### config.mk
export PLATFORM = sky130hd
export DESIGN_NAME = pc_updater
export DESIGN_NICKNAME = d
export VERILOG_FILES = /design/src/rtl/rv32i_pkg.sv /design/src/rtl/pc_next_logic.sv /design/src/rtl/pc_updater.sv
export SDC_FILE = /design/constraint.sdc
export NUM_CORES = 1
export LEC_CHECK = 0
export CORE_UTILIZATION = 57
export CTS_CLUSTER_DIAMETER = 200
export DETAILED_ROUTE_END_ITERATION = 8
export GPL_ROUTABILITY_DRIVEN = 0
export PLACE_DENSITY = 0.88
export SLEW_MARGIN = 40
export SYNTH_ARGS = -nofsm -noshare
export SYNTH_HDL_FRONTEND = slang
export SYNTH_SLANG_ARGS = --single-unit
### constraint.sdc
create_clock -name clk -period 7.55 [get_ports clk]
set_input_delay 1.1325 -clock clk [delete_from_list [all_inputs] [get_ports clk]]
set_output_delay 1.1325 -clock clk [all_outputs]
set_load 0.01 [all_outputs]
### src/rtl/rv32i_pkg.sv
// -----------------------------------------------------------------------------
// rv32i_pkg
// Shared RV32I control definitions: the instruction type codes carried in
// cword[3:0] and the bit positions of the control word fields used by the PC
// logic (type, branch_taken, stall).
// -----------------------------------------------------------------------------
package rv32i_pkg;

  // Width of the full control word; only the low fields are used here.
  localparam int CWORD_W       = 23;

  // Control word field positions.
  localparam int CW_TYPE_LSB   = 0;
  localparam int CW_TYPE_MSB   = 3;
  localparam int CW_BRANCH_BIT = 4;
  localparam int CW_STALL_BIT  = 5;

  // Increment used for every sequential (non-redirecting) instruction.
  localparam logic [31:0] PC_STEP = 32'd4;

  // Instruction type codes. Codes 9-15 are undefined and behave as
  // sequential instructions.
  typedef enum logic [3:0] {
    INSTR_LOAD   = 4'd0,
    INSTR_OPIMM  = 4'd1,
    INSTR_STORE  = 4'd2,
    INSTR_OPREG  = 4'd3,
    INSTR_LUI    = 4'd4,
    INSTR_AUIPC  = 4'd5,
    INSTR_BRANCH = 4'd6,
    INSTR_JALR   = 4'd7,
    INSTR_JAL    = 4'd8
  } instr_type_e;

endpackage : rv32i_pkg

### src/rtl/pc_next_logic.sv
// -----------------------------------------------------------------------------
// pc_next_logic
// Purely combinational next-PC selection.
//   pc           in  : current program counter
//   itype        in  : instruction type code
//   branch_taken in  : branch resolution, only meaningful for branches
//   imm          in  : sign-extended immediate
//   r            in  : rs1 value, only used by jalr
//   next_pc      out : PC to load on the next unstalled edge
// All sums are 32-bit and wrap modulo 2^32. No alignment check is made on
// pc + imm targets; only the jalr target has bit 0 cleared.
// -----------------------------------------------------------------------------
module pc_next_logic
  import rv32i_pkg::*;
(
  input  logic [31:0] pc,
  input  instr_type_e itype,
  input  logic        branch_taken,
  input  logic [31:0] imm,
  input  logic [31:0] r,
  output logic [31:0] next_pc
);

  logic [31:0] pc_plus4_s;
  logic [31:0] pc_plus_imm_s;
  logic [31:0] jalr_sum_s;

  assign pc_plus4_s    = pc + PC_STEP;
  assign pc_plus_imm_s = pc + imm;
  assign jalr_sum_s    = r + imm;

  // Select the next PC from the instruction type; branch_taken only matters for branches.
  always_comb begin
    next_pc = pc_plus4_s;
    case (itype)
      INSTR_LOAD,
      INSTR_OPIMM,
      INSTR_STORE,
      INSTR_OPREG,
      INSTR_LUI,
      INSTR_AUIPC: begin
        next_pc = pc_plus4_s;
      end
      INSTR_BRANCH: begin
        if (branch_taken) begin
          next_pc = pc_plus_imm_s;
        end else begin
          next_pc = pc_plus4_s;
        end
      end
      INSTR_JALR: begin
        next_pc = {jalr_sum_s[31:1], 1'b0};
      end
      INSTR_JAL: begin
        next_pc = pc_plus_imm_s;
      end
      default: begin
        // Undefined codes fall through as sequential instructions.
        next_pc = pc_plus4_s;
      end
    endcase
  end

endmodule : pc_next_logic

### src/rtl/pc_updater.sv
// -----------------------------------------------------------------------------
// pc_updater
// Program counter register with one-edge update latency.
//   clk    in  : clock, all updates on the rising edge
//   cword  in  : control word; [3:0] type, [4] branch_taken, [5] stall,
//                [22:6] unused here
//   imm    in  : sign-extended immediate
//   r      in  : rs1 value for jalr
//   pc     out : current program counter, straight from the register
//   rst_n  in  : synchronous active-low reset, loads RESET_PC
// Reset has priority over stall, and stall has priority over every type.
// -----------------------------------------------------------------------------
module pc_updater
  import rv32i_pkg::*;
#(
  parameter logic [31:0] RESET_PC = 32'h0000_0000
) (
  input  logic               clk,
  input  logic [CWORD_W-1:0] cword,
  input  logic [31:0]        imm,
  input  logic [31:0]        r,
  output logic [31:0]        pc,
  input  logic               rst_n
);

  logic [31:0] pc_r;
  logic [31:0] next_pc_s;
  instr_type_e itype_s;
  logic        branch_taken_s;
  logic        stall_s;
  logic        unused_cword_s;

  assign itype_s        = instr_type_e'(cword[CW_TYPE_MSB:CW_TYPE_LSB]);
  assign branch_taken_s = cword[CW_BRANCH_BIT];
  assign stall_s        = cword[CW_STALL_BIT];

  // The upper control word bits belong to other pipeline blocks.
  assign unused_cword_s = ^cword[CWORD_W-1:CW_STALL_BIT+1];

  pc_next_logic u_pc_next_logic (
    .pc           (pc_r),
    .itype        (itype_s),
    .branch_taken (branch_taken_s),
    .imm          (imm),
    .r            (r),
    .next_pc      (next_pc_s)
  );

  // PC register: synchronous reset first, then stall hold, then normal update.
  always_ff @(posedge clk) begin
    if (!rst_n) begin
      pc_r <= RESET_PC;
    end else if (stall_s) begin
      pc_r <= pc_r;
    end else begin
      pc_r <= next_pc_s;
    end
  end

  assign pc = pc_r;

endmodule : pc_updater

==> results of run 1 <==
[cell type report]
class | count | share of cell area
repair buffers | 106 | 0.153
clock inverters | 1 | 0.00440
flip-flops and latches | 32 | 0.0938
multi-input cells | 687 | 0.701
well taps | 133 | 0.0244
inverters | 17 | 0.00934
clock buffers | 7 | 0.0141
[metal layers]
metal	track usage	share of wire	wire, um
met1	0.451	0.40	7500
met4	0.156	0.037	692
met2	0.588	0.45	8420
met5	0	0	0
met3	0.0828	0.12	2200
[power groups by stage]
stage               logic (uW)  clock network, uW  registers (uW)
finish                     469                195             207
global placement           437                  0             208
detailed placement         451                  0             209
floorplan                  305                  0             208
CTS                        455                192             205
global route               503                199             208
[synthesized netlist by cell type, types with 3 or more instances]
master,n
a21oi_1,78
ha_1,62
nand2_1,59
o21ai_0,57
nor2_1,53
xnor2_1,45
a21o_1,44
clkbuf_1,34
dfxtp_1,32
nand3_1,29
xor2_1,27
inv_1,17
nand4_1,16
nand2b_1,15
nor3_1,15
a211oi_1,14
a221oi_1,13
a31oi_1,12
and4_1,9
o211ai_1,9
o21bai_1,9
mux2i_1,8
o21a_1,8
o31ai_1,8
and3_1,7
and2_1,6
o22ai_1,6
or2_2,6
or3_1,5
a221o_1,3
a222oi_1,3
buf_6,3
nand3b_1,3
o221a_2,3
o221ai_1,3
or4_1,3
[per-stage QoR]
step,utilization,worst slack (ns)
after global placement,0.693,3.22
final,0.705,3.38
after floorplan,-,4.11
after global routing,0.705,3.24
after CTS,0.705,3.45
after detailed placement,0.692,3.15
[worst register-to-register path: cells and delay by family, from the launching register on]
kind / cells / cell delay [ns]
AOI/OAI and AO/OA: 6 / 1.28
and+or+nand+nor: 2 / 0.71
adders and majority gates: 2 / 0.60
DFF: 1 / 0.38
buffers and inverters: 1 / 0.06
[cell usage in the layout, fill, tap and decap left out, types with 15 or more instances in the layout]
| cell | Yosys | routed |
|---|---|---|
| nor2_1 | 53 | 53 |
| xnor2_1 | 45 | 45 |
| nand4_1 | 16 | 16 |
| nand2_1 | 59 | 59 |
| clkdlybuf4s50_1 | 0 | 101 |
| o21ai_0 | 57 | 57 |
| xor2_1 | 27 | 27 |
| a21o_1 | 44 | 44 |
| nand2b_1 | 15 | 15 |
| dfxtp_1 | 32 | 32 |
| ha_1 | 62 | 62 |
| a21oi_1 | 78 | 77 |
| inv_1 | 17 | 17 |
| nand3_1 | 29 | 29 |
[path summary, 6_finish.rpt]
path	end	slack [ns]	cells after the start
min	pc[0]	0.54	2
min reg2reg	pc[0]	0.54	2
max reg2reg	pc[26]	4.47	11
max	pc[28]	3.38	11
[logic make-up (layout without fill, tap and decap cells)]
family | after synthesis | after routing | share of synthesized area
AO/OA/AOI/OAI | 306 | 306 | 0.363
XOR/XNOR | 72 | 72 | 0.111
adder cells (fa/ha/maj) | 64 | 64 | 0.144
buffers and inverters | 57 | 131 | 0.0433
flip-flops | 32 | 32 | 0.113
multiplexers | 9 | 9 | 0.0161
AND/OR/NAND/NOR | 236 | 236 | 0.209
==> flow_metrics.env, run 1 <==
export IMPL_slew_violations=0
export IMPL_cts_tree="built"
export IMPL_worst_path_max_fanout=5
export IMPL_cp_slowest_stage_delay_ns=0.52
export IMPL_clk_pin_slew_ns=0.08
export IMPL_io_pins=121
export IMPL_avgSynthCellArea_um2=7.30
export IMPL_synthArstFlopShare=0
export IMPL_row_count=36
export IMPL_netlist_cell_type_count=74
export IMPL_p_seq_frac=0.237
export IMPL_htree_levels=2
export IMPL_detailed_place_hpwl_um=14100
export IMPL_largest_reg_flops=32
export IMPL_cts_buffers=5
export IMPL_p_leak_uw=0.00281
export IMPL_power_density_nw_per_um2=128
export IMPL_io_buffers=103
export IMPL_cp_arrival_ns=4.35
export IMPL_crit_slowest_cell="clkdlybuf4s50_1"
export IMPL_start_kind="input port"
export IMPL_cap_violations=0
export IMPL_critPathKind="input port to flip-flop"
export IMPL_root_buffer="clkbuf_8"
export IMPL_drt_wirelength_per_cell_um=19.1
export IMPL_grt_overflow=0
export IMPL_p_comb_frac=0.539
export IMPL_timing_rr_start="pc[0]"
export IMPL_finalClockSkew_ns=0.00544
export IMPL_syn_area_um2=5660
export IMPL_cts_hold_buf=0
export IMPL_regArea_um2=641
export IMPL_p_int_uw=508
export IMPL_grt_usage=0.360
export IMPL_ctsResizeCount=0
export IMPL_nNetsFinal=1002
export IMPL_synthesis_nets=929
export IMPL_synth_warning_count=0
export IMPL_rsz0062_at_grt="no"
export IMPL_yosysTopAreaCell="ha_1"
export IMPL_clkPwrFrac=0.224
export IMPL_crit_required_ns=7.72
export IMPL_drc=0
export IMPL_finalCriticalPeriod_ns=4.17
export IMPL_clock_fmax_mhz=240
export IMPL_p_total_uw=871
export IMPL_dieArea_um2=10300
export IMPL_clockBufferDepth=2
export IMPL_placed_cell_area_um2=6700
export IMPL_hold_viol=0
export IMPL_synth_edf_count=0
export IMPL_power_switching_uw=363
export IMPL_ys_seq_elements=32
export IMPL_grt_pass1_wl_um=29400
export IMPL_die_x_um=102
export IMPL_tightestPinTransition_ns=0.650
export IMPL_routed_wl_um=18800
export IMPL_antenna_found_initial=0
export IMPL_netlist_top_cells_area="ha_1, dfxtp_1, xnor2_1"
export IMPL_cp_startpoint="imm[1]"
export IMPL_start_util=0.585
export IMPL_setup_viol=0
export IMPL_outcome="finished clean"
export IMPL_path_cells="clkdlybuf4s50_1, inv_1, fa_1, nand2b_1, a21o_2, a211o_1, a211oi_1, o21bai_1, a21oi_1, mux2i_1, o21ai_0"
export IMPL_antenna_diode_count=0
export IMPL_sw_frac_of_total=0.416
export IMPL_endpoint_kind="flip-flop"
export IMPL_fillers=800
export IMPL_drive_gt1_frac=0.0482
export IMPL_first_pass_iters=8
export IMPL_grt_pass1_vias=6204
export IMPL_timing_hold_ws_ns=0.538
export IMPL_vdd_ir_drop_max_v=0.0000810
export IMPL_die_h_um=102
export IMPL_grt_max_degree=34
export IMPL_ant_nets=0
export IMPL_final_area_um2=6830
export IMPL_hold_path_class="flip-flop to flip-flop"
export IMPL_placed_cells_incl_taps=975
export IMPL_cts_sinks=32
export IMPL_multi_input_area_um2=4790
export IMPL_slew_headroom=0.567
export IMPL_post_cts_buffers=0
export IMPL_crit_buf_inv=2
export IMPL_syn_to_final_growth_pct=20.6
export IMPL_final_cells=983
export IMPL_synth_top_cell_area_share=0.137
export IMPL_vias=6661
export IMPL_min_from="pc[0]"
export IMPL_drt_initial_drc_count=765
export IMPL_worstSkewPairLatency_ns=0.30
export IMPL_synth_seq_area_share=0.113
export IMPL_via_per_inst=6.78
export IMPL_setup_tns_final_ns=0
export IMPL_syn_inst=776
export IMPL_fp_coreArea_um2=9680
export IMPL_ys_flop_type="dfxtp_1"
export IMPL_period_share=0.552
export IMPL_crit_family="compound AO/OA/AOI/OAI gates"
(Power assumes the default switching activity.)
==> inputs of run 2 (changes only) <==
--- a/config.mk
+++ b/config.mk
@@ -5,11 +5,11 @@
 export SDC_FILE = /design/constraint.sdc
 export NUM_CORES = 1
 export LEC_CHECK = 0
-export CORE_UTILIZATION = 57
+export CORE_UTILIZATION = 53
 export CTS_CLUSTER_DIAMETER = 200
 export DETAILED_ROUTE_END_ITERATION = 8
 export GPL_ROUTABILITY_DRIVEN = 0
-export PLACE_DENSITY = 0.88
+export PLACE_DENSITY = 0.83
 export SLEW_MARGIN = 40
 export SYNTH_ARGS = -nofsm -noshare
 export SYNTH_HDL_FRONTEND = slang
==> constraint.sdc (replaced) <==
create_clock -name clk -period 4 [get_ports clk]
set_input_delay 0.6 -clock clk [delete_from_list [all_inputs] [get_ports clk]]
set_output_delay 0.6 -clock clk [all_outputs]
set_load 0.01 [all_outputs]
==> run 2 against run 1 <==
  * Power is 80% higher
  * Largest power group unchanged
  * Critical path depth stayed put
  * Clock skew decreased by 0.0012 ns
  * Hold slack lost 0.020 ns
  * Global-route usage shrank 2.7 points
==> flow_metrics.env, run 2 (synthesis results as in run 1) <==
export IMPL_outcome="finished clean"
export IMPL_grt_max_degree=33
export IMPL_drive_gt1_frac=0.0491
export IMPL_dieArea_um2=11100
export IMPL_cts_sinks=32
export IMPL_top_layer_used="met4"
export IMPL_grt_pass1_vias=6303
export IMPL_row_count=37
export IMPL_cp_arrival_ns=3.82
export IMPL_post_cts_buffers=0
export IMPL_cts_hold_buf=0
export IMPL_start_kind="input port"
export IMPL_worstSkewPairLatency_ns=0.29
export IMPL_layout_commonest_cell="clkdlybuf4s50_1"
export IMPL_vias=6616
export IMPL_clockBufferDepth=2
export IMPL_detailed_place_hpwl_um=14400
export IMPL_setup_tns_final_ns=0
export IMPL_grt_overflow=0
export IMPL_grt_usage=0.332
export IMPL_clk_pin_slew_ns=0.08
export IMPL_start_util=0.549
export IMPL_first_pass_iters=5
export IMPL_clock_fmax_mhz=276
export IMPL_endpoint_kind="flip-flop"
export IMPL_routed_wl_um=19100
export IMPL_io_pins=121
export IMPL_hold_path_class="flip-flop to flip-flop"
export IMPL_hold_viol=0
export IMPL_syn_to_final_growth_pct=20.9
export IMPL_die_h_um=105
export IMPL_cp_slowest_stage_delay_ns=0.53
export IMPL_path_cells="clkdlybuf4s50_1, inv_1, fa_1, nand2b_1, a21o_2, a211o_1, a211oi_1, o21bai_1, nand3_1, a21oi_1, o311a_1"
export IMPL_setup_viol=0
export IMPL_ant_nets=0
export IMPL_met2_length_um=8630
export IMPL_cts_tree="built"
export IMPL_via_per_inst=6.68
export IMPL_critPathKind="input port to flip-flop"
export IMPL_fp_coreArea_um2=10300
export IMPL_crit_required_ns=4.19
export IMPL_tightestPinTransition_ns=0.736
export IMPL_ctsResizeCount=0
export IMPL_drc=0
export IMPL_power_density_nw_per_um2=229
export IMPL_die_x_um=105
export IMPL_dr_wl_met3_um=2290
export IMPL_final_cell_mix="clkdlybuf4s50_1, a21oi_1, ha_1"
export IMPL_cap_violations=0
export IMPL_drt_wirelength_per_cell_um=19.3
export IMPL_rsz0062_at_grt="no"
export IMPL_drt_initial_drc_count=685
export IMPL_timing_hold_ws_ns=0.518
export IMPL_antenna_found_initial=0
export IMPL_slew_violations=0
export IMPL_wl_met1_um=7650
export IMPL_period_share=0.907
export IMPL_htree_levels=2
export IMPL_grt_pass1_wl_um=30100
export IMPL_worst_path_max_fanout=5
export IMPL_nNetsFinal=1007
export IMPL_io_buffers=103
export IMPL_cts_buffers=5
export IMPL_slew_headroom=0.509
export IMPL_antenna_diode_count=0
export IMPL_crit_slowest_cell="clkdlybuf4s50_1"
export IMPL_finalCriticalPeriod_ns=3.63
export IMPL_largest_reg_flops=32
export IMPL_root_buffer="clkbuf_8"
export IMPL_p_leak_uw=0.00282
export IMPL_finalClockSkew_ns=0.00425
export IMPL_vdd_ir_drop_max_v=0.000150
## run 2: cell count changes in the layout (fill, tap and decap cells not counted), sizes merged
cell,previous run,this run
clkinvlp,0,1
bufinv,1,0
buf,5,8
clkdlybuf4s50,101,103
## run 2: per-stage QoR
step / cells / setup WS [ns] / area [um^2] / utilization / total power (uW)
after floorplan: 776 / 1.09 / 5660 / - / 969
after detailed placement: 983 / 0.130 / 6750 / 0.654 / 1250
after global routing: 991 / 0.248 / 6850 / 0.663 / 1650
after CTS: 991 / 0.429 / 6840 / 0.663 / 1540
after global placement: 983 / 0.242 / 6750 / 0.654 / 1220
final: 991 / 0.371 / 6850 / 0.663 / 1570
## run 2: layout make-up
class                      instances  area [um^2]
multi-input combinational        687         4790
inverter                          17         63.8
fill                             894         3480
clock inverter                     1         7.51
timing repair buffer             111         1090
sequential                        32          641
tap                              136          170
clock buffer                       7         86.3
## run 2: worst paths after layout
path,from,to,slack [ns],depth (start not counted)
setup / recovery,imm[1],pc[26],0.37,11
hold / removal,pc[0],pc[0],0.52,2
setup reg to reg,pc[0],pc[26],0.98,11
hold reg to reg,pc[0],pc[0],0.52,2
## run 2: per-layer routing
layer | vias up | track usage
met1 | 3039 | 0.423
met2 | 426 | 0.554
met4 | 0 | 0.136
li1 | 3092 | -
met5 | - | 0
met3 | 59 | 0.0575
## run 2: critical path, delay by kind of cell
kind,cells,cell delay [ns]
buf+inv,2,0.64
fa+ha+maj,1,0.46
compound gates,6,1.78
simple gates,2,0.34
## run 2: report_power, final
group	internal, uW	total [uW]	switching (uW)
logic	402	890	488
registers	343	391	48.0
clock network	140	290	150
